$ cat config.mk
export PLATFORM = sky130hd
export DESIGN_NAME = uart_tx_buffered
export DESIGN_NICKNAME = d
export VERILOG_FILES = /design/src/rtl/uart_tx_buffered.sv
export SDC_FILE = /design/constraint.sdc
export NUM_CORES = 1
export LEC_CHECK = 0
export BUFFER_PORTS_ARGS = -buffer_cell sky130_fd_sc_hd__buf_2
export CAP_MARGIN = 25
export CORE_MARGIN = 2
export CORE_UTILIZATION = 65
export DETAILED_ROUTE_END_ITERATION = 12
export PLACE_DENSITY = 0.83
export SETUP_SLACK_MARGIN = 0.1
export SLEW_MARGIN = 5
export SYNTH_ARGS = -nofsm -noshare
export SYNTH_HDL_FRONTEND = slang
export SYNTH_SLANG_ARGS = --single-unit
$ cat constraint.sdc
create_clock -name iCE_CLK -period 5 [get_ports iCE_CLK]
set_clock_uncertainty 0.1 [all_clocks]
set_input_delay 0.5 -clock iCE_CLK [delete_from_list [all_inputs] [get_ports iCE_CLK]]
set_output_delay 0.5 -clock iCE_CLK [all_outputs]
set_load 0.01 [all_outputs]
$ cat src/rtl/uart_tx_buffered.sv
// Buffered 8N1 UART transmitter: valid/ready byte intake, circular FIFO, serial engine.
// Define UART_TX_PARITY_EN to insert an even-parity bit after bit 7 (8E1 frames).
module uart_tx_buffered #(
  parameter int CLKS_PER_BIT = 104,
  parameter int FIFO_DEPTH   = 8
) (
  input  logic                         iCE_CLK,
  input  logic                         RST,
  input  logic [7:0]                   tx_byte,
  input  logic                         tx_valid,
  output logic                         tx_ready,
  output logic                         TX,
  output logic                         busy,
  output logic [$clog2(FIFO_DEPTH):0]  fifo_count
);

  localparam int AW = $clog2(FIFO_DEPTH);
  localparam int CW = AW + 1;
  localparam int BW = (CLKS_PER_BIT > 1) ? $clog2(CLKS_PER_BIT) : 1;
  localparam logic [BW-1:0] BAUD_LAST = BW'(CLKS_PER_BIT - 1);
  localparam logic [CW-1:0] DEPTH_C   = CW'(FIFO_DEPTH);

`ifdef UART_TX_PARITY_EN
  typedef enum logic [2:0] {IDLE, START, DATA, PARITY, STOP} state_t;
`else
  typedef enum logic [2:0] {IDLE, START, DATA, STOP} state_t;
`endif

  state_t          state;
  state_t          state_next;

  logic [7:0]      mem [FIFO_DEPTH];
  logic [AW-1:0]   wr_ptr;
  logic [AW-1:0]   rd_ptr;
  logic [CW-1:0]   count;

  logic [BW-1:0]   baud_cnt;
  logic [2:0]      bit_cnt;
  logic [7:0]      shift;
  logic            tx_next;

  logic            push;
  logic            pop;
  logic            bit_end;
  logic            queue_nonempty;

`ifdef UART_TX_PARITY_EN
  logic            parity_bit;
`endif

  // Handshake status comes only from registered count, never from tx_valid.
  assign tx_ready       = (count < DEPTH_C);
  assign push           = tx_valid && tx_ready;
  assign queue_nonempty = (count != '0);
  assign bit_end        = (state != IDLE) && (baud_cnt == BAUD_LAST);
  assign busy           = (state != IDLE) || queue_nonempty;
  assign fifo_count     = count;

  always_ff @(posedge iCE_CLK) begin
    if (push) begin
      mem[wr_ptr] <= tx_byte;
    end
  end

  always_ff @(posedge iCE_CLK or posedge RST) begin
    if (RST) begin
      wr_ptr <= '0;
      rd_ptr <= '0;
      count  <= '0;
    end else begin
      if (push) begin
        wr_ptr <= wr_ptr + 1'b1;
      end
      if (pop) begin
        rd_ptr <= rd_ptr + 1'b1;
      end
      case ({push, pop})
        2'b10:   count <= count + 1'b1;
        2'b01:   count <= count - 1'b1;
        default: count <= count;
      endcase
    end
  end

  always_ff @(posedge iCE_CLK or posedge RST) begin
    if (RST) begin
      state <= IDLE;
    end else begin
      state <= state_next;
    end
  end

  always_comb begin
    state_next = state;
    case (state)
      IDLE:  if (queue_nonempty) state_next = START;
      START: if (bit_end) state_next = DATA;
      DATA: begin
        if (bit_end && (bit_cnt == 3'd7)) begin
`ifdef UART_TX_PARITY_EN
          state_next = PARITY;
`else
          state_next = STOP;
`endif
        end
      end
`ifdef UART_TX_PARITY_EN
      PARITY: if (bit_end) state_next = STOP;
`endif
      STOP: begin
        if (bit_end) begin
          state_next = queue_nonempty ? START : IDLE;
        end
      end
      default: state_next = IDLE;
    endcase
  end

  // A pop loads the next byte and drives the start bit on the same edge, so
  // back-to-back frames leave no idle gap after the stop bit.
  always_comb begin
    pop     = 1'b0;
    tx_next = TX;
    case (state)
      IDLE: begin
        pop     = queue_nonempty;
        tx_next = !queue_nonempty;
      end
      START: if (bit_end) tx_next = shift[0];
      DATA: begin
        if (bit_end) begin
          if (bit_cnt == 3'd7) begin
`ifdef UART_TX_PARITY_EN
            tx_next = parity_bit;
`else
            tx_next = 1'b1;
`endif
          end else begin
            tx_next = shift[1];
          end
        end
      end
`ifdef UART_TX_PARITY_EN
      PARITY: if (bit_end) tx_next = 1'b1;
`endif
      STOP: begin
        if (bit_end) begin
          pop     = queue_nonempty;
          tx_next = !queue_nonempty;
        end
      end
      default: tx_next = 1'b1;
    endcase
  end

  always_ff @(posedge iCE_CLK or posedge RST) begin
    if (RST) begin
      TX       <= 1'b1;
      baud_cnt <= '0;
      bit_cnt  <= '0;
      shift    <= '0;
    end else begin
      TX <= tx_next;
      if ((state == IDLE) || bit_end) begin
        baud_cnt <= '0;
      end else begin
        baud_cnt <= baud_cnt + 1'b1;
      end
      if (pop) begin
        shift   <= mem[rd_ptr];
        bit_cnt <= '0;
      end else if ((state == DATA) && bit_end) begin
        shift   <= {1'b0, shift[7:1]};
        bit_cnt <= bit_cnt + 1'b1;
      end
    end
  end

`ifdef UART_TX_PARITY_EN
  always_ff @(posedge iCE_CLK or posedge RST) begin
    if (RST) begin
      parity_bit <= 1'b0;
    end else if (pop) begin
      parity_bit <= ^mem[rd_ptr];
    end
  end
`endif

endmodule

## Word level (Yosys, flattened, before mapping)

Memories as Yosys holds them, arrays and structs flattened.
Index checks and enable logic that the tools add are counted.

| storage, ports and cells | value |
|---|---|
| memories kept | 1 |
| memory bits (writable) | 64 |
| input bits | 11 |
| logic and storage cells | 63 |
| output and inout port bits | 7 |
| bits in registers | 32 |

| cells by class | value |
|---|---|
| order comparisons | 1 |
| mux-type cells | 21 |
| equality and inequality tests | 12 |
| reductions and logical operators | 14 |
| $add $sub $neg | 6 |

Memory list:

| memory | words | bits a word | rd ports | clocked after Yosys merged registers in | write ports | RTL line | text |
|---|---|---|---|---|---|---|---|
| mem | 8 | 8 | 1 | 0 | 1 | 32 | `logic [7:0] mem [FIFO_DEPTH];` |

Operators with widths:

| cell | number |
|---|---|
| 3-bit 2-to-1 mux | 6 |
| 8-bit 2-to-1 mux | 2 |
| 3-bit one-hot mux with 4 select lines | 1 |
| 2-bit inequality test (second input constant) | 5 |
| 3-bit by 1-bit adder with 3-bit output (second input constant) | 3 |
| 1-bit 2-to-1 mux | 8 |
| 4-bit one-hot mux with 2 select lines | 1 |
| 7-bit by 1-bit adder with 7-bit output (second input constant) | 1 |
| 7-bit equality test (second input constant) | 1 |
| 7-bit 2-to-1 mux | 1 |
| 3-bit by 2-bit equality test with 1-bit output (second input constant) | 2 |
| 4-bit by 1-bit adder with 4-bit output (second input constant) | 1 |
| 1-bit logical AND | 4 |
| 4-bit less-than comparator (second input constant) | 1 |
| 1-bit one-hot mux with 4 select lines | 1 |
| 4-bit AND reduction | 1 |
| 2-bit nonzero test | 2 |
| 4-bit nonzero test | 1 |
| 4-bit by 1-bit subtractor with 4-bit output (second input constant) | 1 |
| 3-bit by 1-bit equality test with 1-bit output (second input constant) | 1 |
| 3-bit equality test (second input constant) | 1 |
| 3-bit logical NOT | 1 |
| 3-bit AND reduction | 1 |
| 3-bit nonzero test | 1 |
| other kinds (5) | 6 |

## Longest topological paths before layout

Gate-level depths: netlist of run 1.

| logic depth | value |
|---|---|
| word-level depth | 6 |
| depth in mapped cells | 13 |
| mapped depth without buffers | 12 |

## Worst setup path after synthesis of run 1

No wires, ideal clock.

| timing path | value |
|---|---|
| path kind | register to register |
| from | reg count[1] (netlist: fifo_count[1]) |
| to | reg count[2] (netlist: fifo_count[2]) |
| library setup time | 0.080 ns |
| setup slack | 2.355 ns |
| period minus slack after synthesis | 2.645 ns |
| arrival | 2.465 ns |
| stages on the path, launching flop included | 13 |
| buffers on the path | 2 |
| data required time | 4.820 ns |
| path through | dfrtp_1 -> buf_2 -> nor4_2 -> nor2_1 -> nand2_1 -> inv_1 -> ha_1 -> clkbuf_1 -> xor2_1 -> ha_1 -> a41oi_1 -> mux2i_1 -> xnor2_1 |

| between the ends | value |
|---|---|
| cells in the longest elaborated chain, start to end | 5 |
| elaborated cells on any way between the ends | 11 |
| those cells by class | add/sub: 2; order compare: 1; eq/ne: 2; mux: 3; reduce/logical: 3 |

Ends and longest elaborated chain:

| element | RTL line | text |
|---|---|---|
| start: declaration | 35 | `logic [CW-1:0] count;` |
| start signal: assignment | 78 | `2'b10: count <= count + 1'b1;` |
| start signal: assignment | 79 | `2'b01: count <= count - 1'b1;` |
| start signal: assignment | 80 | `default: count <= count;` |
| 4-bit nonzero test * | 54 | `assign queue_nonempty = (count != '0);` |
| 1-bit 2-to-1 mux | 147 | `if (bit_end) begin` |
| 1-bit one-hot mux with 2 select lines * | 124 | `case (state)` |
| via pop | 43 | `logic pop;` |
| 2-bit by 1-bit equality test with 1-bit output or 2-bit equality test (tied branches) | 77 | `case ({push, pop})` |
| 4-bit one-hot mux with 2 select lines or 2-bit nonzero test (tied branches) | -- |  |

Mark *: on every way through the listed nets, which the timed path passes. The rest lies on a longest branch.
A chain may end at the register's enable or synchronous reset.

## Final worst setup path of run 1

| timing path | value |
|---|---|
| from | reg state[0] |
| to | reg count[3] (netlist: fifo_count[3]) |

| between the ends | value |
|---|---|
| cells in the longest elaborated chain, start to end | 6 |
| elaborated cells on any way between the ends | 10 |
| those cells by class | eq/ne: 3; mux: 3; reduce/logical: 4 |

Ends and longest elaborated chain:

| element | RTL line | text |
|---|---|---|
| start: declaration | 29 | `state_t state;` |
| start signal: assignment | 89 | `state <= state_next;` |
| 3-bit nonzero test | 55 | `assign bit_end = (state != IDLE) && (baud_cnt == BAUD_LAST);` |
| 1-bit logical AND | 55 |  |
| 1-bit 2-to-1 mux | 147 |  |
| 1-bit one-hot mux with 2 select lines * | 124 |  |
| via pop | 43 |  |
| 2-bit by 1-bit equality test with 1-bit output or 2-bit equality test (tied branches) | 77 |  |
| 4-bit one-hot mux with 2 select lines or 2-bit nonzero test (tied branches) | -- |  |

Marked as above.

==> results of run 1 <==
cell usage after synthesis (all sizes together) (2+ instances only):
library cell  count  area, um2
nor2b            11       68.8
inv               9       33.8
nor4              2       18.8
ha               11        138
mux2              2       22.5
nor3             10       50.1
a21oi            10       50.1
xor2              5       43.8
nand2            19       71.3
mux4             16        360
a211oi           10       75.1
mux2i            13        130
dfrtp            30        751
xnor2             7       61.3
nor2             12       45.0
nor3b             4       41.3
edfxtp           64       1920
a21o              3       22.5
nand3             6       40.0
buf              10       86.3
clkbuf            5       18.8
o21ai             5       28.8
nand2b            3       18.8
routing by layer:
layer  vias to the layer above  GRT usage [%]  routed length [um]
li1                       1093              -                   -
met3                        11           3.54                 269
met1                      1156           29.2                3020
met5                         -              0                   0
met2                        59           34.7                3530
met4                         0           9.09                 133
registers in the layout, summed over array words and instances, names as in the netlist:
name        cells
mem            64
shift           8
baud_cnt        7
fifo_count      4
bit_cnt         3
rd_ptr          3
wr_ptr          3
state           2
TX              1
final timing paths:
kind	startpoint	end	slack, ps	depth (start not counted)
max in group asynchronous	RST	TX$_DFFE_PP1P_	4390	3
setup / recovery	state[0]$_DFFE_PP0P_	fifo_count[3]$_DFFE_PP0P_	1320	11
hold reg to reg	baud_cnt[0]$_DFF_PP0_	baud_cnt[0]$_DFF_PP0_	370	1
hold / removal	RST	baud_cnt[3]$_DFF_PP0_	90	3
setup reg to reg	state[0]$_DFFE_PP0P_	fifo_count[3]$_DFFE_PP0P_	1320	11
min in group iCE_CLK	tx_byte[1]	mem[1][1]$_DFFE_PP_	300	1
tightest hold or removal path, stage by stage:
cell   delay [ps]
buf_2          90
inv_1          40
buf_4         350
power by group:
group          internal, uW  leakage (uW)  switching [uW]
clock                   185     0.0000842             273
combinational           424      0.000711             421
sequential             1020      0.000959             185
total                  1630       0.00175             879
cell families after synthesis:
| group | after synthesis | synth area share (%) |
|---|---|---|
| compound gates | 37 | 6.08 |
| simple gates | 69 | 8.80 |
| buf+inv | 24 | 3.29 |
| flops | 95 | 63.9 |
| fa+ha+maj | 11 | 3.26 |
| mux | 31 | 12.2 |
| xor+xnor | 12 | 2.49 |
per-stage QoR:
step	setup slack, ps	instances	cell area, um2
after floorplan	2350	279	4220
after global placement	1570	364	4340
after detailed placement	1440	365	4370
after CTS	1330	381	4560
after global routing	976	381	4560
final	1320	381	4560
layout make-up:
type | count | area share, %
multi-input combinational | 160 | 30.4
inverter | 9 | 0.742
clock buffer | 9 | 2.72
timing repair buffer | 24 | 3.46
tap | 77 | 2.11
sequential | 95 | 59.2
clock inverter | 7 | 1.35
==> results.cfg, run 1 <==
[logic_synthesis]
synth_edf_count = 64
synth_nets = 301
synth_top_flop_cell = edfxtp_1
async_reset_ff_share_pct = 32.6
synth_area_um2 = 4220
ys_seq_area_share_pct = 63.9
netlist_instances = 279
avgSynthCellArea_um2 = 15.1
yosys.cell_types.count = 43
synth_seq_cells = 95
yosys_warnings = 0

[critical_path]
end_kind = register
critPathLaunchType = register
critPathArrivalTime_ps = 3850
path_common_cell = inv_1
path_class = register to register
slowest_delay_ps = 500
cp_slowest_cell = ha_1
cp_num_buf_inv = 3
cp.required_ps = 5180
crit_fanout = 22
critPathTopFamily = adder cells
worstPathCellList = inv_1 -> ha_1 -> inv_1 -> o21ai_2 -> nand2_1 -> inv_1 -> ha_1 -> mux2_2 -> a222oi_1 -> nor3_1 -> a211oi_1

[place]
portBuffers = 17
gp_congestion = 0.758
hpwl_mm = 4.62

[flow_run]
cap_violations = 0

[finish]
final_util_pct = 72.2
areaGrowthSynthToFinish_pct = 7.91
seqCellArea_um2 = 2700
mostFrequentLayoutCell = edfxtp_1
multi_input_area_um2 = 1380
mostFrequentLayoutCells = edfxtp_1 (64), dfrtp_1 (30), nand2_1 (19)
fin_nets = 321
fill_cells = 410
diodes = 0
layout-drive-gt1-share_pct = 21.4

[grt]
grt_pass1_wl_mm = 11.5
gr-total-overflow = 0
grt_max_degree = 32
antenna_found_initial = 0
track_usage_pct = 21.4
first_global_vias = 2253

[clock_tree]
ctsResizeCount = 0
clk_latency_ps = 370
clk_pin_slew_worst_paths_ps = 90
cts_sinks = 95
cts_root_buf = clkbuf_8
postCtsSetupBuffers = 0
htreeDepth = 3
numCtsBuffers = 9
ctsHoldBuffers = 0
cts_tree = yes
cts.path.max_buffers = 2

[die]
rows = 29
io_pins = 18
core_um2 = 6310
die_x_um = 84.6
dieArea_um2 = 7160
die_y_um = 84.6
start_util_pct = 66.9

[drt]
num_vias = 2319
viasPerCell = 6.09
dr.pass1.iters = 4
detail_route.wl_per_cell_um = 18.2
postRouteAntennaNets = 0
drc = 0
drt_iter0_drc = 113
totalWireLength_mm = 6.95

[status]
status = complete, no violations

[power_and_ir_drop]
peakVddDrop_v = 0.000334
power_leakage_uw = 0.00175
power.density_nw_per_um2 = 550
p_total_uw = 2510

[sta]
fin_crit_sh_pct = 73.6
whs_ps = 88.3
setup_viol = 0
setup_tns_ps = 0
rsz0062_at_grt = false
worst-slew-pin-transition_ps = 962
finalMaxSlewViolations = 0
period_minus_slack_ps = 3680
max_slew_margin_pct = 35.6
hold_viol = 0
maxClockFrequency_mhz = 272

[hold_path]
min_path_type = input port to async pin
No activity file was read; power rests on OpenSTA's default activity.
==> inputs of run 2 (changes only) <==
- CORE_UTILIZATION: 65 -> 61
- PLACE_DENSITY: 0.83 -> 0.79
- clock period: 5 -> 3.7 ns (I/O delays scaled with it)
==> run 2 against run 1 <==
Cell area up 3.0%; cell count rose by 2.1%; largest cell class unchanged; worst setup slack got worse by 690 ps; critical path depth stayed put; critical endpoint unchanged; count of clock-buffer cells in the layout did not move; non-clock buffer count grew 5.
==> results.cfg, run 2 (synthesis gave the netlist of run 1 again) <==
[hold_path]
min_path_type = input port to register
min_from = tx_byte[7]

[critical_path]
cp_num_buf_inv = 3
crit_fanout = 13
worstPathCellList = inv_1 -> ha_1 -> inv_1 -> o21ai_2 -> nand2_1 -> inv_1 -> ha_1 -> mux2_2 -> a222oi_1 -> nor3_1 -> a211oi_1
path_class = register to register
critPathLaunchType = register
critPathTopFamily = adder cells
crit_start = state[0]$_DFFE_PP0P_
r2r-start = state[0]$_DFFE_PP0P_
critPathArrivalTime_ps = 3240
slowest_delay_ps = 450
path_common_cell = inv_1
cp_slowest_cell = ha_1
cp.required_ps = 3870
end_kind = register

[clock_tree]
cts_tree = yes
htreeDepth = 3
clk_latency_ps = 360
ctsResizeCount = 0
postCtsSetupBuffers = 0
cts_sinks = 95
numCtsBuffers = 9
ctsHoldBuffers = 1
clk_pin_slew_worst_paths_ps = 90
cts.path.max_buffers = 2
cts_root_buf = clkbuf_8

[sta]
fin_ws_ps = 635
worst-slew-pin-transition_ps = 891
setup_tns_ps = 0
setup_viol = 0
period_minus_slack_ps = 3060
finalMaxSlewViolations = 0
fin_crit_sh_pct = 82.8
max_slew_margin_pct = 40.4
hold_viol = 0
maxClockFrequency_mhz = 326
rsz0062_at_grt = false

[place]
detailed_place.area_um2 = 4380
preCtsSetupSlack_ps = 660
portBuffers = 17
gp_congestion = 0.801
hpwl_mm = 4.75

[finish]
top_register = mem
multi_input_area_um2 = 1380
fin_nets = 326
stdcell_area_um2 = 4690
mostFrequentLayoutCell = edfxtp_1
seqCellArea_um2 = 2700
final_util_pct = 69.4
mostFrequentLayoutCells = edfxtp_1 (64), dfrtp_1 (30), nand2_1 (19)
layout-drive-gt1-share_pct = 22.3
fill_cells = 455
diodes = 0
areaGrowthSynthToFinish_pct = 11.1
top_regs = mem x64, shift x8, baud_cnt x7
largest_reg_flops = 64

[die]
die_y_um = 87.2
dieArea_um2 = 7600
core_um2 = 6760
start_util_pct = 62.5
rows = 30
io_pins = 18
die_x_um = 87.2

[power_and_ir_drop]
power_leakage_uw = 0.00183
power.density_nw_per_um2 = 786
p_total_uw = 3690
peakVddDrop_v = 0.000503

[drt]
num_vias = 2296
totalWireLength_mm = 7.16
dr.pass1.iters = 4
detail_route.wl_per_cell_um = 18.4
viasPerCell = 5.90
postRouteAntennaNets = 0
drt_iter0_drc = 114
drc = 0

[grt]
first_global_vias = 2346
track_usage_pct = 21.3
grt_max_degree = 25
antenna_found_initial = 0
gr-total-overflow = 0
grt_pass1_wl_mm = 11.8

[status]
status = complete, no violations

[flow_run]
cap_violations = 0
run 2: per-stage QoR:
stage | cells | hold WS, ps
2_1_floorplan | 279 | 338
3_3_place_gp | 371 | 235
3_5_place_dp | 371 | 235
4_1_cts | 388 | 159
5_1_grt | 389 | 172
6_report | 389 | 172
run 2: where the power goes:
part	switching, uW	total [uW]	internal (uW)
Clock	368	894	526
Sequential	237	1610	1380
Combinational	584	1180	595
run 2: worst paths after layout:
kind | end | slack, ps | cells past startpoint
worst max-delay path | fifo_count[3]$_DFFE_PP0P_ | 640 | 11
worst min-delay path | mem[3][7]$_DFFE_PP_ | 170 | 1
worst max register to register | fifo_count[3]$_DFFE_PP0P_ | 640 | 11
worst min register to register | baud_cnt[0]$_DFF_PP0_ | 390 | 1
max in group asynchronous | bit_cnt[2]$_DFFE_PP0P_ | 2470 | 4
min in group asynchronous | fifo_count[3]$_DFFE_PP0P_ | 390 | 3
run 2: routing by layer:
metal	share of wire [%]	track usage [%]	wire length, um	up-vias
li1	-	-	-	1101
met1	44	28.4	3130	1141
met2	50	35.0	3590	48
met3	4.9	3.13	352	6
met4	1.4	9.65	99	0
met5	0	0	0	-
run 2: layout make-up:
type	count	area share, %
timing repair buffer	29	4.21
multi-input combinational	160	29.5
inverter	9	0.720
sequential	95	57.5
tap	80	2.13
clock inverter	7	3.28
clock buffer	9	2.64
run 2: worst reg2reg max path, cell delays in order, from the launching register on:
cell and delay (ps):
dfrtp_1 420, inv_1 100, ha_1 420, inv_1 160, o21ai_2 130, nand2_1 100
inv_1 160, ha_1 450, mux2_2 390, a222oi_1 250, nor3_1 80, a211oi_1 220
